--- src/rtl/sound_out_fifo.sv ---
// ---------------------------------------------------------------------------
// sound_out_fifo
//   Sample buffer that sits directly in front of the I2S sender. It stores
//   32-bit stereo words (L in [31:16], R in [15:0]) and primes itself before
//   it issues the start pulse to the sender. After that it hands over one word
//   for each request tick from the sender. When a tick finds the buffer empty,
//   the sender receives silence and a sticky underrun flag is set.
//
// Ports
//   in_clk        sole clock, all logic on the rising edge
//   reset         synchronous, active-high
//   enable        stream enable from sound-out control
//   wr_valid      write strobe from upstream
//   wr_data       32-bit sample word
//   wr_ready      combinational: accepting writes (not idle, not full)
//   sample_tick   one-cycle word request from the sender
//   out_valid     one-cycle strobe to the sender, one per tick in RUN
//   out_data      word for the sender, held between strobes
//   start_pulse   one-cycle start pulse to the sender
//   fill_req      registered refill request (level below LOW_WATER)
//   level         current occupancy, 0..2^DEPTH_LOG2
//   underrun      sticky flag, set when a tick finds the buffer empty
//   underrun_clr  clears underrun (a set in the same cycle takes priority)
// ---------------------------------------------------------------------------
module sound_out_fifo #(
    parameter int DEPTH_LOG2 = 4,
    parameter int LOW_WATER  = 4
) (
    input  logic                  in_clk,
    input  logic                  reset,
    input  logic                  enable,
    input  logic                  wr_valid,
    input  logic [31:0]           wr_data,
    output logic                  wr_ready,
    input  logic                  sample_tick,
    output logic                  out_valid,
    output logic [31:0]           out_data,
    output logic                  start_pulse,
    output logic                  fill_req,
    output logic [DEPTH_LOG2:0]   level,
    output logic                  underrun,
    input  logic                  underrun_clr
);

    localparam int DEPTH = 1 << DEPTH_LOG2;
    localparam logic [DEPTH_LOG2:0] DEPTH_L = DEPTH[DEPTH_LOG2:0];
    localparam logic [DEPTH_LOG2:0] LOW_L   = LOW_WATER[DEPTH_LOG2:0];

    typedef enum logic [1:0] {
        ST_IDLE  = 2'd0,
        ST_PRIME = 2'd1,
        ST_RUN   = 2'd2
    } state_t;

    state_t                  state_reg;
    logic [DEPTH_LOG2-1:0]   wptr_reg;
    logic [DEPTH_LOG2-1:0]   rptr_reg;
    logic [DEPTH_LOG2:0]     level_reg;
    logic                    out_valid_reg;
    logic [31:0]             out_data_reg;
    logic                    start_pulse_reg;
    logic                    fill_req_reg;
    logic                    underrun_reg;

    logic [31:0] mem [DEPTH];

    logic push;
    logic pop;
    logic tick_run;
    logic empty_tick;

    // wr_ready uses the pre-pop level. A full buffer therefore refuses a
    // write even in the cycle in which a word is popped.
    always_comb begin
        wr_ready   = (state_reg != ST_IDLE) && (level_reg < DEPTH_L);
        push       = wr_valid && wr_ready;
        tick_run   = (state_reg == ST_RUN) && sample_tick;
        pop        = tick_run && (level_reg != '0);
        empty_tick = tick_run && (level_reg == '0);
    end

    // Storage has no reset so that it maps onto block RAM.
    always_ff @(posedge in_clk) begin
        if (push) begin
            mem[wptr_reg] <= wr_data;
        end
    end

    always_ff @(posedge in_clk) begin
        if (reset) begin
            state_reg       <= ST_IDLE;
            wptr_reg        <= '0;
            rptr_reg        <= '0;
            level_reg       <= '0;
            out_valid_reg   <= 1'b0;
            out_data_reg    <= '0;
            start_pulse_reg <= 1'b0;
            fill_req_reg    <= 1'b0;
            underrun_reg    <= 1'b0;
        end else begin
            start_pulse_reg <= 1'b0;
            fill_req_reg    <= (state_reg != ST_IDLE) && (level_reg < LOW_L);

            // Every tick in RUN yields a strobe. This includes a tick in the
            // cycle that enable drops. An empty buffer yields silence.
            out_valid_reg <= tick_run;
            if (tick_run) begin
                out_data_reg <= pop ? mem[rptr_reg] : 32'h0;
            end

            if (empty_tick) begin
                underrun_reg <= 1'b1;
            end else if (underrun_clr) begin
                underrun_reg <= 1'b0;
            end

            if (state_reg == ST_IDLE || !enable) begin
                // Idle, or leaving PRIME/RUN: keep the buffer flushed.
                wptr_reg  <= '0;
                rptr_reg  <= '0;
                level_reg <= '0;
                state_reg <= (state_reg == ST_IDLE && enable) ? ST_PRIME : ST_IDLE;
            end else begin
                if (push) begin
                    wptr_reg <= wptr_reg + 1'b1;
                end
                if (pop) begin
                    rptr_reg <= rptr_reg + 1'b1;
                end
                unique case ({push, pop})
                    2'b10:   level_reg <= level_reg + 1'b1;
                    2'b01:   level_reg <= level_reg - 1'b1;
                    default: level_reg <= level_reg;
                endcase
                // Priming is judged on the registered level, so the start
                // pulse follows the edge after the threshold write.
                if (state_reg == ST_PRIME && level_reg >= LOW_L) begin
                    start_pulse_reg <= 1'b1;
                    state_reg       <= ST_RUN;
                end
            end
        end
    end

    assign out_valid   = out_valid_reg;
    assign out_data    = out_data_reg;
    assign start_pulse = start_pulse_reg;
    assign fill_req    = fill_req_reg;
    assign level       = level_reg;
    assign underrun    = underrun_reg;

endmodule

--- config.mk ---
export PLATFORM = sky130hd
export DESIGN_NAME = sound_out_fifo
export DESIGN_NICKNAME = d
export VERILOG_FILES = /design/src/rtl/sound_out_fifo.sv
export SDC_FILE = /design/constraint.sdc
export NUM_CORES = 1
export LEC_CHECK = 0
export CAP_MARGIN = 20
export CORE_UTILIZATION = 60
export CTS_CLUSTER_DIAMETER = 40
export CTS_CLUSTER_SIZE = 24
export DETAILED_ROUTE_END_ITERATION = 8
export PLACE_DENSITY = 0.83
export SYNTH_ARGS = -nofsm -noshare
export SYNTH_HDL_FRONTEND = slang
export SYNTH_SLANG_ARGS = --single-unit
export TNS_END_PERCENT = 20
--- constraint.sdc ---
create_clock -name in_clk -period 5 [get_ports in_clk]
set_input_delay 1 -clock in_clk [delete_from_list [all_inputs] [get_ports in_clk]]
set_output_delay 1 -clock in_clk [all_outputs]
set_load 0.02 [all_outputs]
# [Yosys cells after proc, flatten, opt, wreduce, memory -nomap -nowiden]
# Memories as Yosys holds them, arrays and structs flattened. A register that Yosys moved wholly into a read port is not among the register bits.
# Cells that the tools add are included.
# W data, S select, Z words.
[word_totals] mem_bits_rw=512 ff_bits=51 memories=1 word_cells=51
[op_classes] n_lt_le_gt_ge=3 n_eq_ne=4 add_sub_neg=4 mux=12 n_reduce_logical=18
[mem_list] name="mem" depth=16 width=32 rd=1 rd_clocked_by_memory_dff=1 write_ports=1 line="65" rtl="logic [31:0] mem [DEPTH];"
[ops] operator="$mux W32" count=1
[ops] operator="$pmux W5 S2" count=1
[ops] operator="$add A4 B1 Y4 const B" count=2
[ops] operator="$logic_and A1 B1 Y1" count=8
[ops] operator="$mux W4" count=2
[ops] operator="$reduce_bool A2 Y1" count=4
[ops] operator="$mux W1" count=6
[ops] operator="$add A5 B1 Y5 const B" count=1
[ops] operator="$ge A5 B3 Y1 const B" count=1
[ops] operator="$logic_not A5 Y1" count=1
[ops] operator="$lt A5 B3 Y1 const B" count=1
[ops] operator="$lt A5 B5 Y1 const B" count=1
[ops] operator="$reduce_bool A5 Y1" count=1
[ops] operator="$sub A5 B1 Y5 const B" count=1
[ops] operator="$eq A2 B1 Y1 const B" count=2
[ops] operator="$eq A2 B2 Y1 const B" count=2
[ops] operator="$mux W2" count=2
[ops] operator="$logic_not A2 Y1" count=1
[ops] operator="$reduce_or A2 Y1" count=1
[ops] operator="$logic_not A1 Y1" count=1
[ops] operator="$logic_or A1 B1 Y1" count=1

# [Longest topological paths before layout]
# Gate-level depths: netlist of the first run.
[depth] ltp_word=5 mapped_depth=12

# [Least setup slack after synthesis of the first run]
# Ideal clock, no wire load.
[synth_path] kind="register to register" startpoint="reg level_reg[4], in the netlist level[4]" endpoint="mem mem[3][0], enable pin" path_slack_ps=1066 path_stages_with_launch=5 t_arrival_ps=3473 setup_ps=461 path_cell_list="dfxtp_1 -> o21ba_2 -> clkbuf_1 -> nand3_1 -> nor3_1"
[synth_between] elab_chain_len=5
[synth_lines] item="from (decl)" line="58" rtl="logic [DEPTH_LOG2:0] level_reg;"
[synth_lines] item="from (signal assigned)" line="131" rtl="2'b10: level_reg <= level_reg + 1'b1;"
[synth_lines] item="from (signal assigned)" line="132" rtl="2'b01: level_reg <= level_reg - 1'b1;"
[synth_lines] item="from (signal assigned)" line="133" rtl="default: level_reg <= level_reg;"
[synth_lines] item="$lt A5 B5 Y1" line="75" rtl="wr_ready = (state_reg != ST_IDLE) && (level_reg < DEPTH_L);"
[synth_lines] item="$logic_and A1 B1 Y1" line="75"
[synth_lines] item="via wr_ready" line="34" rtl="output logic wr_ready,"
[synth_lines] item="$logic_and A1 B1 Y1" line="76" rtl="push = wr_valid && wr_ready;"
[synth_lines] item="$mux W1" line="84" rtl="if (push) begin"
[synth_lines] item="$mux W1 (implied by the code)" line="85" rtl="mem[wptr_reg] <= wr_data;"
[synth_lines] item="to (decl)" line="65"
# The timed path passes the listed nets, and every way through them passes these cells.

# [Worst setup path after layout of the first run]
[layout_path] startpoint="in sample_tick" endpoint="reg level_reg[2], in the netlist level[2]"
[layout_between] elab_chain_len=4 elab_cells_between_ends=6 classes_between="2 x eq/ne; 1 x mux; 3 x reduce/logical"
[layout_lines] item="from (decl)" line="35" rtl="input logic sample_tick,"
[layout_lines] item="$logic_and A1 B1 Y1 *" line="77" rtl="tick_run = (state_reg == ST_RUN) && sample_tick;"
[layout_lines] item="$logic_and A1 B1 Y1 *" line="78" rtl="pop = tick_run && (level_reg != '0);"
[layout_lines] item="$eq A2 B1 Y1 / $eq A2 B2 Y1 (equally long branches)" line="130" rtl="unique case ({push, pop})"
[layout_lines] item="$pmux W5 S2 / $reduce_bool A2 Y1 (equally long branches)"
# Every way passes the cells marked *; elsewhere a longest branch is shown, timed or not.
# A chain may end at the register's enable or synchronous reset.

==> results of run 1 <==
==> worst max-delay path by stage <==
stage / to / slack [ps] / depth (start not counted)
after floorplan: mem[3][0] / 1070 / 4
after global placement: level[2] / 1490 / 10
after detailed placement: level[2] / 1350 / 10
after CTS: level[2] / 1890 / 10
after global routing: level[2] / 1580 / 10
final: level[2] / 1830 / 10
==> worst max-delay path, cell delays in order <==
cell             delay [ps]
clkdlybuf4s50_1         500
nand3b_1                150
a21oi_1                 470
ha_1                    430
xor2_1                  120
ha_1                    200
a21oi_1                 230
xnor2_1                 130
or3_1                   320
a21oi_1                 140
==> power breakdown <==
group,internal (mW),switching (mW),leakage (nW)
sequential,5.16,0.00353,5.05
combinational,0.0402,0.0889,1.61
clock,2.50,1.99,0.975
==> layout make-up <==
class                      instances  area share [%]
multi-input combinational        364           19.77
timing repair buffer             103           4.368
antenna                            1        0.009928
inverter                           4         0.05957
clock inverter                    44           2.080
clock buffer                      64           6.011
sequential                       567           65.41
tap                              461           2.288
==> synthesized netlist by cell type (2+ instances only) <==
| cell type | instances | area, um^2 |
|---|---|---|
| xor2_1 | 5 | 43.79 |
| clkbuf_1 | 19 | 71.32 |
| edfxtp_1 | 512 | 15370 |
| or3_1 | 3 | 18.77 |
| nand3_1 | 7 | 35.03 |
| nor3_1 | 8 | 40.04 |
| nor2_1 | 30 | 112.6 |
| o21ai_0 | 3 | 15.01 |
| nand3b_1 | 2 | 15.01 |
| a2bb2oi_2 | 30 | 450.4 |
| a21oi_1 | 5 | 25.02 |
| a31oi_1 | 2 | 12.51 |
| xnor2_1 | 5 | 43.79 |
| mux2i_1 | 68 | 680.7 |
| mux4_2 | 128 | 2883 |
| buf_1 | 8 | 30.03 |
| a2bb2oi_1 | 2 | 17.52 |
| nand2_1 | 6 | 22.52 |
| o21ai_1 | 30 | 150.1 |
| ha_1 | 8 | 100.1 |
| buf_6 | 7 | 78.83 |
| dfxtp_1 | 55 | 1101 |
| or2_2 | 2 | 12.51 |
| a32oi_1 | 2 | 17.52 |
| nand2b_1 | 3 | 18.77 |
| buf_2 | 19 | 95.09 |
| inv_1 | 4 | 15.01 |
==> metrics by stage <==
stage	hold WS [ps]	instances
floorplan	477.2	989
global placement	460.5	1493
detailed placement	468.8	1496
CTS	481.6	1604
global route	507.8	1608
finish	479.7	1608
==> routing by layer <==
metal	vias to the layer above	share of wire, %	GRT usage (%)
met3	88	6.9	4.714
met4	0	2.7	8.639
met5	-	0	0
met1	5418	38	33.79
li1	4355	-	-
met2	462	52	42.71
==> cell families (layout without fill, tap and decap cells) <==
kind of cell | count (synthesis) | count (layout)
flip-flops | 567 | 567
multiplexers | 196 | 196
AO/OA/AOI/OAI | 82 | 82
AND/OR/NAND/NOR | 68 | 68
buffers and inverters | 58 | 215
XOR/XNOR | 10 | 10
adder cells (fa/ha/maj) | 8 | 8
other | 0 | 1
==> impl_metrics.tcl, run 1 <==
set metrics [dict create \
    yosys_warnings 0 \
    drive_gt1_share_pct 27.40 \
    final_area_um2 25210 \
    via_per_inst 6.420 \
    synth_area_um2 21640 \
    netlist_instances 989 \
    grt_pass1_vias 10850 \
    fin_setup_tns_ps 0 \
    startpoint_type "primary input" \
    vias 10320 \
    start_util_pct 60.84 \
    hold_start "out_data[14]" \
    largest_register_ff_count 512 \
    synth_xor_area_share_pct 0.4047 \
    fmax_ghz 0.3156 \
    grt_pass1_wl_mm 67.04 \
    finish.utilization_pct 70.86 \
    rows 69 \
    cts_setup_buffers 0 \
    drt_iter0_drc 964 \
    final_antenna_net_count 0 \
    setup_viol 0 \
    synth_compound_area_share_pct 3.591 \
    hp-class "flip-flop to flip-flop" \
    final-hold-violation-count 0 \
    cts_buffers 57 \
    synth_edf_count 512 \
    synthesis.nets 1035 \
    multi_input_area_um2 4984 \
    reg2reg_to "level[2]" \
    ys_ff_latch 567 \
    cp.arrival_ps 3700 \
    gp_congestion 0.7390 \
    die_w_um 191.9 \
    die_height_um 191.9 \
    min_delay_worst_endpoint "out_data[14]" \
    crit_path_end_kind "flip-flop" \
    yosysUniqueCellTypes 43 \
    total_leakage_power_nw 7.634 \
    finalPower_mw 9.784 \
    fillers 2033 \
    ios 80 \
    fp.coreArea_um2 35570 \
    crit_start "sample_tick" \
    clk_latency_ps 610 \
    drv_cap 0 \
    relSlewSlack_pct 27.21 \
    required_ps 5530 \
    path_class "primary input to flip-flop" \
    numClockSinks 567 \
    pre_cts_slack_ps 1345 \
    p_per_area_nw_per_um2 388.2 \
    r2r_cells 9 \
    status "finished, final reports clean" \
    wl_per_cell_um 27.90 \
    routed_wirelength_mm 44.86 \
    drv_slew 0 \
    nets 1143 \
    period_minus_slack_ps 3169 \
    first_pass_iters 5 \
    dp_hpwl_mm 23.88 \
    r2r_slack_ps 2130 \
    cts_hold_buf 0 \
    irDropWorstVdd_uv 372.7 \
    reg2reg_from "level[1]" \
    ys.flop_type "edfxtp_1" \
    worst-slew-pin-transition_ps 1089 \
    syn_avg_cell_area_um2 21.88 \
    synthAdderAreaFrac_pct 0.4626 \
    hold_depth 2 \
    root_buffer "clkbuf_16" \
    dieArea_um2 36830 \
    antenna_found_initial 1 \
    area_growth_pct 16.48 \
    cp_max_fo 8 \
    fin_skew_ps 25.92 \
    grt_max_degree 70 \
    placed_area_um2 23100 \
    final.period_utilization_pct 63.38 \
    grtUsageTotal_pct 25.43 \
    layout.area.seq_um2 16490 \
    ys_seq_area_share_pct 76.14 \
    grt_remaining_overflow 0 \
    cts_tree "yes" \
    rsz0062_at_grt "no" \
    cts_buffer_depth 3 \
    synth_top_family_by_area "multiplexers" \
    final_common_cell "edfxtp_1" \
    clk_pin_slew_ps 60 \
    synth.mux.area_fraction_pct 16.47 \
    synthSimpleGateAreaFrac_pct 1.561 \
    drc 0 \
    postLayoutSetupSlackWorst_ps 1831 \
    port-buffer-count 79 \
    htree_levels 2 \
    mostFrequentLayoutCells "edfxtp_1 (512), mux4_2 (128), clkdlybuf4s50_1 (79), mux2i_1 (68), clkbuf_16 (59)" \
    cts_resized 0 \
    async_flop_share_pct 0 \
]
No activity file was read; power rests on OpenSTA's default activity.
==> run 2, diff against run 1 <==
clock period = 3.1 ns   (was 5 ns; I/O delays follow)
==> impl_metrics.tcl, run 2 (synthesis results as in run 1) <==
set metrics [dict create \
    fin_skew_ps 25.24 \
    switching_share_pct 20.85 \
    clk_pin_slew_ps 70 \
    crit_path_end_kind "output pin" \
    final.period_utilization_pct 84.53 \
    area_growth_pct 17.09 \
    clk_latency_ps 590 \
    nets 1160 \
    routed_wirelength_mm 45.78 \
    rsz0062_at_grt "no" \
    die_w_um 191.9 \
    drive_gt1_share_pct 28.31 \
    vias 10360 \
    cts_buffer_depth 3 \
    p_clk_share_pct 45.4 \
    root_buffer "clkbuf_16" \
    relSlewSlack_pct 58.15 \
    period_minus_slack_ps 2621 \
    final_antenna_net_count 0 \
    path_class "flip-flop to output pin" \
    fmax_ghz 0.3816 \
    irDropWorstVdd_uv 542.7 \
    antenna_cells 0 \
    drt_iter0_drc 959 \
    wl_per_cell_um 28.20 \
    status "finished, final reports clean" \
    dp_hpwl_mm 24.17 \
    start_util_pct 60.84 \
    final-hold-violation-count 0 \
    p_per_area_nw_per_um2 617.4 \
    final_common_cell "edfxtp_1" \
    final_area_um2 25340 \
    grt_pass1_wl_mm 68.07 \
    antenna_found_initial 0 \
    p_int_mw 12.38 \
    postLayoutSetupSlackWorst_ps 479.5 \
    numClockSinks 567 \
    required_ps 2480 \
    largest_register_ff_count 512 \
    total_leakage_power_nw 7.708 \
    drv_cap 0 \
    cts_buffers 56 \
    via_per_inst 6.384 \
    htree_levels 2 \
    cts_resized 0 \
    gp_congestion 0.7523 \
    drc 0 \
    fin_hold_ws_ps 486.4 \
    r2r_slack_ps 590 \
    power_frac_seq_pct 53.3 \
    cts_hold_buf 0 \
    pre_cts_slack_ps 202.6 \
    rows 69 \
    finish.utilization_pct 71.24 \
    worst-slew-pin-transition_ps 627.8 \
    drv_slew 0 \
    cts_setup_buffers 0 \
    grt_pass1_vias 11030 \
    grt_max_degree 40 \
    grt_remaining_overflow 0 \
    cp.arrival_ps 2000 \
    port-buffer-count 79 \
    combPwrFrac_pct 1.3 \
    setup_viol 0 \
    fp.coreArea_um2 35570 \
    placed_area_um2 23360 \
    ios 80 \
    startpoint_type "flip-flop" \
    first_pass_iters 6 \
    dieArea_um2 36830 \
    power_switching_mw 3.262 \
    die_height_um 191.9 \
    cts_tree "yes" \
    cp_max_fo 9 \
    mostFrequentLayoutCells "edfxtp_1 (512), mux4_2 (128), clkdlybuf4s50_1 (79), mux2i_1 (68), clkbuf_16 (58)" \
    grtUsageTotal_pct 25.99 \
    hp-class "flip-flop to flip-flop" \
]
## run 2: critical path: stages, from the launching register on
cell and delay, ps:
dfxtp_1 460, o21ba_2 310, clkdlybuf4s50_1 640
## run 2: layer usage
layer | share of wire (%) | track usage [%] | vias up
met1 | 37 | 33.28 | 5432
met3 | 7.3 | 4.166 | 89
met5 | 0 | 0 | -
li1 | - | - | 4377
met2 | 53 | 45.71 | 464
met4 | 2.5 | 8.242 | 0
## run 2: final cells by class
| cell class | count | area (um^2) |
|---|---|---|
| Sequential cell | 567 | 16490 |
| Fill cell | 2038 | 10230 |
| Multi-Input combinational cell | 364 | 4990 |
| Clock buffer | 66 | 1521 |
| Timing Repair Buffer | 121 | 1294 |
| Tap cell | 461 | 576.8 |
| Clock inverter | 40 | 454.2 |
| Inverter | 4 | 15.01 |
## run 2: power groups by stage
stage / combinational, mW / clock, mW / sequential, mW
floorplan: 0.0476 / 0 / 8.51
global placement: 0.190 / 0 / 8.50
detailed placement: 0.202 / 0 / 8.50
CTS: 0.205 / 7.17 / 8.34
global route: 0.220 / 7.46 / 8.33
finish: 0.205 / 7.10 / 8.34
## run 2: per-stage QoR
| step | total power [mW] | TNS, ps | std cells |
|---|---|---|---|
| 2_1_floorplan | 8.554 | -75350 | 989 |
| 3_3_place_gp | 8.691 | 0 | 1517 |
| 3_5_place_dp | 8.705 | 0 | 1517 |
| 4_1_cts | 15.71 | 0 | 1623 |
| 5_1_grt | 16.01 | 0 | 1623 |
| 6_report | 15.64 | 0 | 1623 |
## run 2: final timing paths
kind / from / endpoint / cells after the start
worst max register to register: level[2] / level[2] / 9
worst min-delay path: out_data[17] / out_data[17] / 2
worst max-delay path: state_reg[1] / wr_ready / 2
worst min register to register: out_data[17] / out_data[17] / 2
==> run 3, diff against run 2 <==
clock period = 2.65 ns   (was 3.1 ns; I/O delays follow)
==> impl_metrics.tcl, run 3 (synthesis results as in run 1) <==
set metrics [dict create \
    ios 80 \
    grt_max_degree 41 \
    grtUsageTotal_pct 26.32 \
    clk_pin_slew_ps 70 \
    numClockSinks 567 \
    cts_hold_buf 0 \
    antenna_found_initial 2 \
    p_per_area_nw_per_um2 714.9 \
    via_per_inst 6.383 \
    required_ps 2120 \
    root_buffer "clkbuf_16" \
    mostFrequentLayoutCells "edfxtp_1 (512), mux4_2 (128), clkdlybuf4s50_1 (79), mux2i_1 (68), clkbuf_16 (57)" \
    htree_levels 2 \
    cts_buffer_depth 3 \
    vias 10470 \
    dieArea_um2 36830 \
    drt_iter0_drc 1042 \
    fillers 1965 \
    pre_cts_slack_ps -40.49 \
    worst-slew-pin-transition_ps 703.6 \
    timing.critical_path.to "wr_ready" \
    crit_path_end_kind "output pin" \
    crit_start "state_reg[0]" \
    rsz0062_at_grt "no" \
    fmax_ghz 0.3938 \
    start_util_pct 60.84 \
    status "finished, final reports clean" \
    largest_register_ff_count 512 \
    drive_gt1_share_pct 29.77 \
    finalPower_mw 18.36 \
    fp.coreArea_um2 35570 \
    path_class "flip-flop to output pin" \
    cp_max_fo 8 \
    final.period_utilization_pct 95.83 \
    reg2reg_to "level[2]" \
    relSlewSlack_pct 52.98 \
    r2r_cells 9 \
    fin_skew_ps 18.68 \
    fin_setup_tns_ps 0 \
    period_minus_slack_ps 2540 \
    final_antenna_net_count 0 \
    gp_congestion 0.7524 \
    grt_pass1_vias 11330 \
    final-hold-violation-count 0 \
    grt_pass1_wl_mm 68.90 \
    startpoint_type "flip-flop" \
    cts_buffers 56 \
    rows 69 \
    wl_per_cell_um 28.03 \
    die_height_um 191.9 \
    drc 0 \
    fin_hold_ws_ps 503.2 \
    area_growth_pct 18.67 \
    irDropWorstVdd_uv 690.4 \
    r2r_slack_ps 370 \
    hp-class "flip-flop to flip-flop" \
    port-buffer-count 79 \
    total_leakage_power_nw 7.852 \
    die_w_um 191.9 \
    clk_latency_ps 610 \
    finish.utilization_pct 72.20 \
    grt_remaining_overflow 0 \
    drv_cap 0 \
    first_pass_iters 5 \
    reg2reg_from "state_reg[0]" \
    final_common_cell "edfxtp_1" \
    drv_slew 0 \
    cts_tree "yes" \
    cp.arrival_ps 2010 \
    nets 1177 \
    routed_wirelength_mm 46.00 \
    setup_viol 0 \
    postLayoutSetupSlackWorst_ps 110.4 \
    dp_hpwl_mm 25.62 \
]
## run 3: how the worst min path moves through the flow
| stage | from | endpoint | slack (ps) | depth (start not counted) |
|---|---|---|---|---|
| after floorplan | wptr_reg[1] | wptr_reg[1] | 480 | 2 |
| after global placement | out_data[22] | out_data[22] | 480 | 2 |
| after detailed placement | out_data[15] | out_data[15] | 480 | 2 |
| after CTS | out_data[15] | out_data[15] | 500 | 2 |
| after global routing | out_data[15] | out_data[15] | 520 | 2 |
| final | out_data[15] | out_data[15] | 500 | 2 |
## run 3: area by class of cell
| class | instances | area, um^2 | area share [%] |
|---|---|---|---|
| tap | 461 | 576.8 | 2.246 |
| antenna | 1 | 2.502 | 0.009745 |
| multi-input combinational | 364 | 5009 | 19.50 |
| timing repair buffer | 138 | 1604 | 6.246 |
| sequential | 567 | 16490 | 64.21 |
| inverter | 4 | 15.01 | 0.05847 |
| clock buffer | 58 | 1440 | 5.608 |
| clock inverter | 48 | 544.3 | 2.119 |
## run 3: critical path, cell delays in order (launching register included)
cell and delay (ps):
dfxtp_1 460, o21ba_2 300, clkdlybuf4s50_1 650
## run 3: where the power goes
part | switching (mW) | total [mW] | internal, mW
combinational | 0.168 | 0.252 | 0.0844
clock | 3.78 | 8.36 | 4.57
sequential | 0.00633 | 9.75 | 9.74
total | 3.96 | 18.4 | 14.4
## run 3: what timing repair did
item / CTS / global route
endpoints found under the setup margin: 0 / 1
gates resized for setup: 0 / 1
setup buffers: 0 / 0
## run 3: stage by stage
stage	instances	instance area, um^2
2_1_floorplan	989	21660
3_3_place_gp	1533	23660
3_5_place_dp	1534	23690
4_1_cts	1640	25680
5_1_grt	1641	25680
6_report	1641	25680
## run 3: routing by layer
metal | vias up | part of all wire, % | track usage (%) | routed length, um
met5 | - | 0.026 | 0 | 12
met4 | 2 | 3.0 | 9.799 | 1388
met3 | 99 | 6.0 | 4.696 | 2775
met2 | 435 | 53 | 45.78 | 24400
met1 | 5498 | 38 | 33.16 | 17420
li1 | 4440 | - | - | -
